File: src/rtl/fetch_instr_queue.sv
// Fetch-to-decode decoupling queue: a circular buffer of {instr, pc, pc+4} triples
// that absorbs decode stalls, drops everything on redirect and shows a NOP when empty.
module fetch_instr_queue #(
    parameter int unsigned     DEPTH     = 4,
    parameter int unsigned     ILEN      = 32,
    parameter int unsigned     XLEN      = 32,
    parameter logic [ILEN-1:0] NOP_INSTR = 32'h0000_0013
) (
    input  logic                       clk,
    input  logic                       reset,
    input  logic                       valid_in,
    input  logic [ILEN-1:0]            instr_in,
    input  logic [XLEN-1:0]            pc_in,
    input  logic [XLEN-1:0]            pc_plus4_in,
    input  logic                       flush_in,
    input  logic                       stall_in,
    output logic                       full_out,
    output logic                       valid_out,
    output logic [ILEN-1:0]            instr_out,
    output logic [XLEN-1:0]            pc_out,
    output logic [XLEN-1:0]            pc_plus4_out,
    output logic [$clog2(DEPTH+1)-1:0] count_out
);

    localparam int unsigned PW = (DEPTH > 1) ? $clog2(DEPTH) : 1;
    localparam int unsigned CW = $clog2(DEPTH + 1);

    logic [ILEN-1:0] instr_mem_q [DEPTH];
    logic [XLEN-1:0] pc_mem_q    [DEPTH];
    logic [XLEN-1:0] pc4_mem_q   [DEPTH];

    logic [PW-1:0] wr_ptr_q, wr_ptr_d;
    logic [PW-1:0] rd_ptr_q, rd_ptr_d;
    logic [CW-1:0] count_q,  count_d;

    logic push;
    logic pop;

    // A full queue refuses pushes even when a pop frees a slot in the same cycle.
    assign full_out  = (count_q == CW'(DEPTH));
    assign valid_out = (count_q != '0);
    assign push      = valid_in  & ~full_out & ~flush_in;
    assign pop       = valid_out & ~stall_in & ~flush_in;

    always_comb begin
        wr_ptr_d = wr_ptr_q;
        rd_ptr_d = rd_ptr_q;
        count_d  = count_q + CW'(push) - CW'(pop);
        if (push) wr_ptr_d = wr_ptr_q + PW'(1);
        if (pop)  rd_ptr_d = rd_ptr_q + PW'(1);
        if (flush_in) begin
            wr_ptr_d = '0;
            rd_ptr_d = '0;
            count_d  = '0;
        end
    end

    always_ff @(posedge clk) begin
        if (!reset) begin
            wr_ptr_q <= '0;
            rd_ptr_q <= '0;
            count_q  <= '0;
        end else begin
            wr_ptr_q <= wr_ptr_d;
            rd_ptr_q <= rd_ptr_d;
            count_q  <= count_d;
        end
    end

    // Entry storage carries no reset; only pointers and count define what is live.
    always_ff @(posedge clk) begin
        if (push) begin
            instr_mem_q[wr_ptr_q] <= instr_in;
            pc_mem_q[wr_ptr_q]    <= pc_in;
            pc4_mem_q[wr_ptr_q]   <= pc_plus4_in;
        end
    end

    assign instr_out    = valid_out ? instr_mem_q[rd_ptr_q] : NOP_INSTR;
    assign pc_out       = valid_out ? pc_mem_q[rd_ptr_q]    : '0;
    assign pc_plus4_out = valid_out ? pc4_mem_q[rd_ptr_q]   : '0;
    assign count_out    = count_q;

endmodule

File: config.mk
export PLATFORM = sky130hd
export DESIGN_NAME = fetch_instr_queue
export DESIGN_NICKNAME = d
export VERILOG_FILES = /design/src/rtl/fetch_instr_queue.sv
export SDC_FILE = /design/constraint.sdc
export NUM_CORES = 1
export LEC_CHECK = 0
export CAP_MARGIN = 20
export CORE_MARGIN = 1.5
export CORE_UTILIZATION = 55
export CTS_CLUSTER_DIAMETER = 150
export DETAILED_ROUTE_END_ITERATION = 8
export GPL_TIMING_DRIVEN = 0
export PLACE_DENSITY = 0.8
export SYNTH_ARGS = -nofsm -noshare
export SYNTH_HDL_FRONTEND = slang
export SYNTH_SLANG_ARGS = --single-unit
File: constraint.sdc
create_clock -name clk -period 4.5 [get_ports clk]
set_input_delay 0.9 -clock clk [delete_from_list [all_inputs] [get_ports clk]]
set_output_delay 0.9 -clock clk [all_outputs]
set_load 0.05 [all_outputs]
==> results of run 1 <==
==> path summary, 6_finish.rpt <==
check	endpoint	slack, ps
setup / recovery	pc_out[17]	370
hold / removal	flop	500
setup reg to reg	count_out[2]	1840
hold reg to reg	flop	500
==> critical path, cell delays in order (launching register included) <==
cell and delay, ps:
dfxtp_1 380, nor3_2 500, inv_1 470, clkbuf_1 360, and2_1 220, clkdlybuf4s50_1 750
==> synth_stat cells <==
| cell | count | share of area, % |
|---|---|---|
| or4_1 | 1 | 0.050 |
| nor2_1 | 2 | 0.050 |
| or3_1 | 1 | 0.042 |
| or3b_1 | 1 | 0.059 |
| fa_1 | 1 | 0.13 |
| a21oi_1 | 2 | 0.067 |
| mux2i_1 | 1 | 0.067 |
| o31ai_1 | 1 | 0.050 |
| and3_1 | 4 | 0.17 |
| xor2_1 | 1 | 0.059 |
| nor2b_1 | 2 | 0.084 |
| ha_1 | 6 | 0.50 |
| inv_1 | 7 | 0.18 |
| mux4_2 | 96 | 14 |
| buf_6 | 5 | 0.38 |
| o21ai_0 | 1 | 0.033 |
| nand2_1 | 3 | 0.075 |
| buf_2 | 11 | 0.37 |
| o211ai_1 | 1 | 0.050 |
| edfxtp_1 | 384 | 77 |
| nor3_1 | 2 | 0.067 |
| clkbuf_1 | 15 | 0.38 |
| and2_1 | 96 | 4.0 |
| dfxtp_1 | 9 | 1.2 |
| or2_1 | 3 | 0.13 |
| nand2b_1 | 2 | 0.084 |
| nand4_1 | 1 | 0.042 |
| nor3_2 | 1 | 0.067 |
| buf_12 | 1 | 0.13 |
==> per-layer routing <==
metal  share of wire [%]  global-route usage, %
met4                 2.6                   6.85
met5               0.059                      0
met1                  41                   27.6
met3                 5.1                   4.30
met2                  51                   36.5
==> logic make-up (layout without fill, tap and decap cells) <==
| group | Yosys count | after routing | share of synthesized area [%] |
|---|---|---|---|
| xor+xnor | 1 | 1 | 0.0585 |
| buf+inv | 39 | 311 | 1.43 |
| flops | 393 | 393 | 78.2 |
| other cells | 0 | 1 | 0 |
| simple gates | 119 | 119 | 4.92 |
| mux | 97 | 97 | 14.5 |
| compound gates | 5 | 5 | 0.201 |
| fa+ha+maj | 7 | 7 | 0.635 |
==> sequential cells by signal, summed over array words and instances (netlist names), named ones only <==
register / flops
instr_mem_q: 128
count_out: 3
rd_ptr_q: 2
pc_mem_q: 128
pc4_mem_q: 128
wr_ptr_q: 2
==> through the flow <==
step / utilization (%) / cells / instance area, um^2 / power, mW / hold WS [ps]
final: 69.8 / 1275 / 18700 / 7.60 / 498
after floorplan: - / 661 / 15000 / 4.46 / 459
after global routing: 69.8 / 1275 / 18700 / 7.84 / 546
after global placement: 64.9 / 1203 / 17400 / 4.70 / 477
after CTS: 69.8 / 1274 / 18700 / 7.67 / 496
after detailed placement: 65.5 / 1208 / 17600 / 4.71 / 487
==> layout make-up <==
class	instances	area [um^2]	area share (%)
plain buffers	31	184	0.983
well taps	341	427	2.28
diodes	1	2.50	0.0134
repair buffers	206	2140	11.4
inverters	7	26.3	0.140
clock buffers	54	1090	5.85
flip-flops and latches	393	11700	62.6
multi-input cells	229	3060	16.4
clock inverters	13	67.6	0.361
==> power groups by stage <==
stage / clock network, mW / registers [mW] / logic (mW)
2_1_floorplan: 0 / 4.17 / 0.284
3_3_place_gp: 0 / 4.17 / 0.528
3_5_place_dp: 0 / 4.17 / 0.544
4_1_cts: 3.03 / 4.09 / 0.546
5_1_grt: 3.17 / 4.09 / 0.572
6_report: 2.97 / 4.09 / 0.540
==> timing repair <==
action                     in CTS  in global routing
setup endpoints to repair       3                  0
hold endpoints to repair        0                  0
hold buffers                    0                  0
buffers inserted                0                  0
==> impl_metrics.csv, run 1 <==
group,metric,value,unit
layout,final_nets,1016,
clock_tree,cts_buffers,40,
routing,dr.first_iter.drc_count,581,
power_and_ir_drop,power_density,406,nW/um^2
timing,fmax,0.242,GHz
floorplanning,initial_core_util,55.8,%
routing,vias,7189,
setup_path,start_kind,"flop",
layout,syn_to_final_growth,25.1,%
synth,synth_seq_area_share,78.2,%
timing,tightest_slew,739,ps
timing,finalSetupViolCount,0,
synth,synth.distinct_cells,29,
floorplanning,die_h,168,um
clock_tree,path_clk_slew,50,ps
worst_hold_path,holdCritStartpoint,"rd_ptr_q[1]",
routing,ant_nets,0,
job,maxCapViolCount,0,
setup_path,critPathMaxFanout,13,
floorplanning,dieArea,28200,um^2
power_and_ir_drop,power_switching,1.60,mW
grt,gr-total-overflow,0,
clock_tree,h-tree-depth,2,
floorplanning,io_pins,202,
synth,ys_ff_latch,393,
setup_path,worstRegToRegCells,11,
timing,setup_ws,374,ps
power_and_ir_drop,seq_power_share,53.8,%
synth,synthCells,661,
power_and_ir_drop,combPwrFrac,7.1,%
setup_path,regToRegStartpoint,"count_out[2]",
layout,fillCellCount,1650,
clock_tree,ctsResizeCount,0,
timing,max-slew-margin-rel,50.7,%
synth,syn-num-nets,769,
setup_path,crit_arrival,3230,ps
routing,wl_per_cell,22.6,um
layout,layout_commonest_cell,"edfxtp_1",
clock_tree,clockRootBuffer,"clkbuf_16",
synth,avgSynthCellArea,22.6,um^2
placement,place_ws,584,ps
timing,tns,0,ps
floorplanning,core_area,26800,um^2
layout,layout_common_cells,"edfxtp_1 (384), clkdlybuf4s50_1 (201), mux4_2 (96), and2_1 (96), clkbuf_16 (41)",
routing,wirelength,28800,um
clock_tree,clk_latency,530,ps
power_and_ir_drop,switching_share,21.0,%
run_status,status,"finished, final reports clean",
placement,hpwl,17700,um
setup_path,path_class,"flop to primary output",
power_and_ir_drop,ir_worst_vdd,0.411,mV
timing,rsz0062_at_grt,"no",
floorplanning,fp.dieW,168,um
power_and_ir_drop,clock_power_share,39.1,%
timing,period_minus_slack,4130,ps
floorplanning,core.rowCount,60,
setup_path,worstSetupStartpoint,"count_out[1]",
synth,yosysWarningCount,0,
routing,dr.pass1.iters,6,
timing,fin_crit_sh,91.7,%
setup_path,required,3600,ps
layout,drive_gt1_share,18.5,%
setup_path,endpoint_kind,"primary output",
clock_tree,cts_tree,"built",
grt,grt_usage,21.2,%
placement,gp_congestion,0.729,
power_and_ir_drop,p_leak,5.95,nW
power_and_ir_drop,p_int,6.00,mW
placement,io_buffers,201,
timing,skew,20.2,ps
grt,grt_pass1_wl,44800,um
grt,grt_pass1_vias,7845,
clock_tree,cts_buffer_depth,3,
clock_tree,clock_sinks,393,
synth,syn_area,15000,um^2
routing,drc,0,
worst_hold_path,hp-class,"flop to flop",
worst_hold_path,min_path_cells,2,
grt,antenna_found_initial,2,
timing,hold_viol,0,
routing,viasPerCell,5.64,
grt,grt_max_degree,58,
timing,finalMaxSlewViolations,0,
(Power assumes the default switching activity.)
==> inputs of run 2 (changes only) <==
--- a/config.mk
+++ b/config.mk
@@ -7,11 +7,13 @@
 export LEC_CHECK = 0
 export CAP_MARGIN = 20
 export CORE_MARGIN = 1.5
-export CORE_UTILIZATION = 55
+export CORE_UTILIZATION = 57
+export CTS_BUF_LIST = sky130_fd_sc_hd__clkbuf_4
 export CTS_CLUSTER_DIAMETER = 150
 export DETAILED_ROUTE_END_ITERATION = 8
 export GPL_TIMING_DRIVEN = 0
-export PLACE_DENSITY = 0.8
+export PLACE_DENSITY = 0.82
+export SLEW_MARGIN = 5
 export SYNTH_ARGS = -nofsm -noshare
 export SYNTH_HDL_FRONTEND = slang
 export SYNTH_SLANG_ARGS = --single-unit
==> run 2 against run 1 <==
Worst hold slack worse by 3.8 ps. Clock power is 2% lower. Power is 0.87% lower. Maximum frequency is 2.7% lower. Critical path depth is 1 higher. Utilization is 2.6 points higher. Setup slack worse by 110 ps. Non-clock buffer count stayed put. Flip-flop and latch count stayed put. Sequential share of layout area is 0.22 points lower. Sequential power hardly changed. Largest cell class unchanged.
==> impl_metrics.csv, run 2 (synthesis results as in run 1) <==
group,metric,value,unit
placement,dp_cells,1201,
grt,grt_pass1_vias,8070,
layout,regArea,11700,um^2
layout,stdcell_area,18800,um^2
grt,grt_pass1_wl,44000,um
clock_tree,clockRootBuffer,"clkbuf_4",
routing,ant_nets,0,
routing,dr.pass1.iters,4,
routing,drc,0,
layout,drive_gt1_share,25.6,%
floorplanning,dieArea,27200,um^2
setup_path,critPathMaxFanout,10,
setup_path,start_kind,"flop",
setup_path,crit_arrival,3340,ps
timing,skew,44.4,ps
grt,antenna_found_initial,3,
job,maxCapViolCount,0,
layout,syn_to_final_growth,25.5,%
timing,setup_ws,262,ps
run_status,status,"finished, final reports clean",
setup_path,regToRegStartpoint,"count_out[2]",
setup_path,worstRegToRegCells,11,
floorplanning,initial_core_util,57.8,%
placement,place_area,17500,um^2
power_and_ir_drop,power_density,401,nW/um^2
placement,gp_congestion,0.739,
routing,vias,7576,
power_and_ir_drop,ir_worst_vdd,0.262,mV
layout,layout_commonest_cell,"edfxtp_1",
power_and_ir_drop,p_leak,6.10,nW
placement,io_buffers,201,
layout,fillCellCount,1557,
timing,fin_crit_sh,94.2,%
clock_tree,clk_latency,690,ps
setup_path,endpoint_kind,"primary output",
floorplanning,core_area,25900,um^2
timing,tightest_slew,824,ps
layout,utilization,72.5,%
layout,final_nets,1070,
timing,fmax,0.236,GHz
clock_tree,path_clk_slew,60,ps
grt,gr-total-overflow,0,
placement,place_ws,586,ps
floorplanning,core.rowCount,59,
worst_hold_path,hp-class,"flop to flop",
power_and_ir_drop,p_total,7.54,mW
clock_tree,cts_buffer_depth,3,
setup_path,rrSetupSlack,1890,ps
floorplanning,die_h,165,um
timing,finalSetupViolCount,0,
worst_hold_path,holdCritStartpoint,"rd_ptr_q[1]",
floorplanning,fp.dieW,165,um
setup_path,path_class,"flop to primary output",
floorplanning,io_pins,202,
layout,reg.largest.list,"instr_mem_q (128), pc4_mem_q (128), pc_mem_q (128)",
clock_tree,clock_sinks,393,
clock_tree,h-tree-depth,3,
layout,multi_input_area,3070,um^2
clock_tree,cts_tree,"built",
layout,layout_common_cells,"edfxtp_1 (384), clkdlybuf4s50_1 (201), clkbuf_4 (134)",
timing,finalMaxSlewViolations,0,
timing,period_minus_slack,4240,ps
worst_hold_path,min_to,"rd_ptr_q[1]",
timing,hold_viol,0,
worst_hold_path,min_path_cells,2,
clock_tree,cts_buffers,94,
grt,grt_max_degree,53,
routing,viasPerCell,5.53,
clock_tree,post_cts_buffers,0,
routing,wirelength,29400,um
timing,max-slew-margin-rel,45.0,%
clock_tree,hold_buffers,0,
routing,wl_per_cell,21.4,um
setup_path,regToRegEndpoint,"count_out[2]",
grt,grt_usage,22.1,%
setup_path,required,3600,ps
placement,hpwl,18000,um
layout,final-instance-count-excl-fill,1371,
routing,dr.first_iter.drc_count,493,
[run 2: changes by cell type in the layout (fill, tap and decap cells not counted), sizes merged]
cell      before  now
clkbuf        68  149
clkinvlp       1    0
clkinv        10   26
bufinv         0    4
buf           22   21
inv            9    7
diode          1    6
[run 2: layout make-up]
class                      instances  share of cell area (%)
antenna                            6                  0.0799
multi-input combinational        229                    16.3
tap                              335                    2.23
timing repair buffer             205                    11.3
inverter                           7                   0.140
buffer                            32                    1.01
clock inverter                    30                    1.20
clock buffer                     134                    5.36
sequential                       393                    62.3
[run 2: worst max-delay path by stage]
stage	cells after the start	start	end
floorplan	2	valid_in	instr_mem_q[0][0]
CTS	6	count_out[1]	pc_out[15]
global placement	3	flush_in	pc4_mem_q[0][8]
detailed placement	6	count_out[1]	pc_out[15]
finish	6	count_out[1]	pc_out[15]
global route	6	count_out[1]	pc_out[16]
[run 2: power breakdown]
part / internal, mW / leakage, nW / switching [mW] / total, mW
combinational: 0.230 / 1.82 / 0.312 / 0.542
clock: 1.60 / 0.721 / 1.31 / 2.90
sequential: 4.08 / 3.56 / 0.0143 / 4.09
total: 5.90 / 6.10 / 1.63 / 7.54
[run 2: metrics by stage]
step | TNS, ps | hold WS, ps
2_1_floorplan | 0 | 459
3_3_place_gp | -625750 | 474
3_5_place_dp | 0 | 486
4_1_cts | 0 | 495
5_1_grt | -11.0 | 517
6_report | 0 | 494
[run 2: timing repair]
item                                    CTS  global route
resized for setup                         1             1
endpoints found under the hold margin     0             0
pin swaps                                 0             0
cloned                                    0             0
endpoints found under the setup margin   60            60
[run 2: metal layers]
| metal | vias up | track usage [%] | routed length (um) |
|---|---|---|---|
| li1 | 3362 | - | - |
| met1 | 3844 | 28.4 | 11500 |
| met2 | 328 | 36.4 | 15200 |
| met3 | 40 | 6.42 | 2240 |
| met4 | 2 | 7.58 | 393 |
| met5 | - | 0 | 13 |
[run 2: critical path, cell delays in order (launching register included)]
cell,delay (ps)
dfxtp_1,510
nor3_4,130
inv_1,180
clkbuf_2,370
clkbuf_1,390
and2_1,190
clkdlybuf4s50_1,870
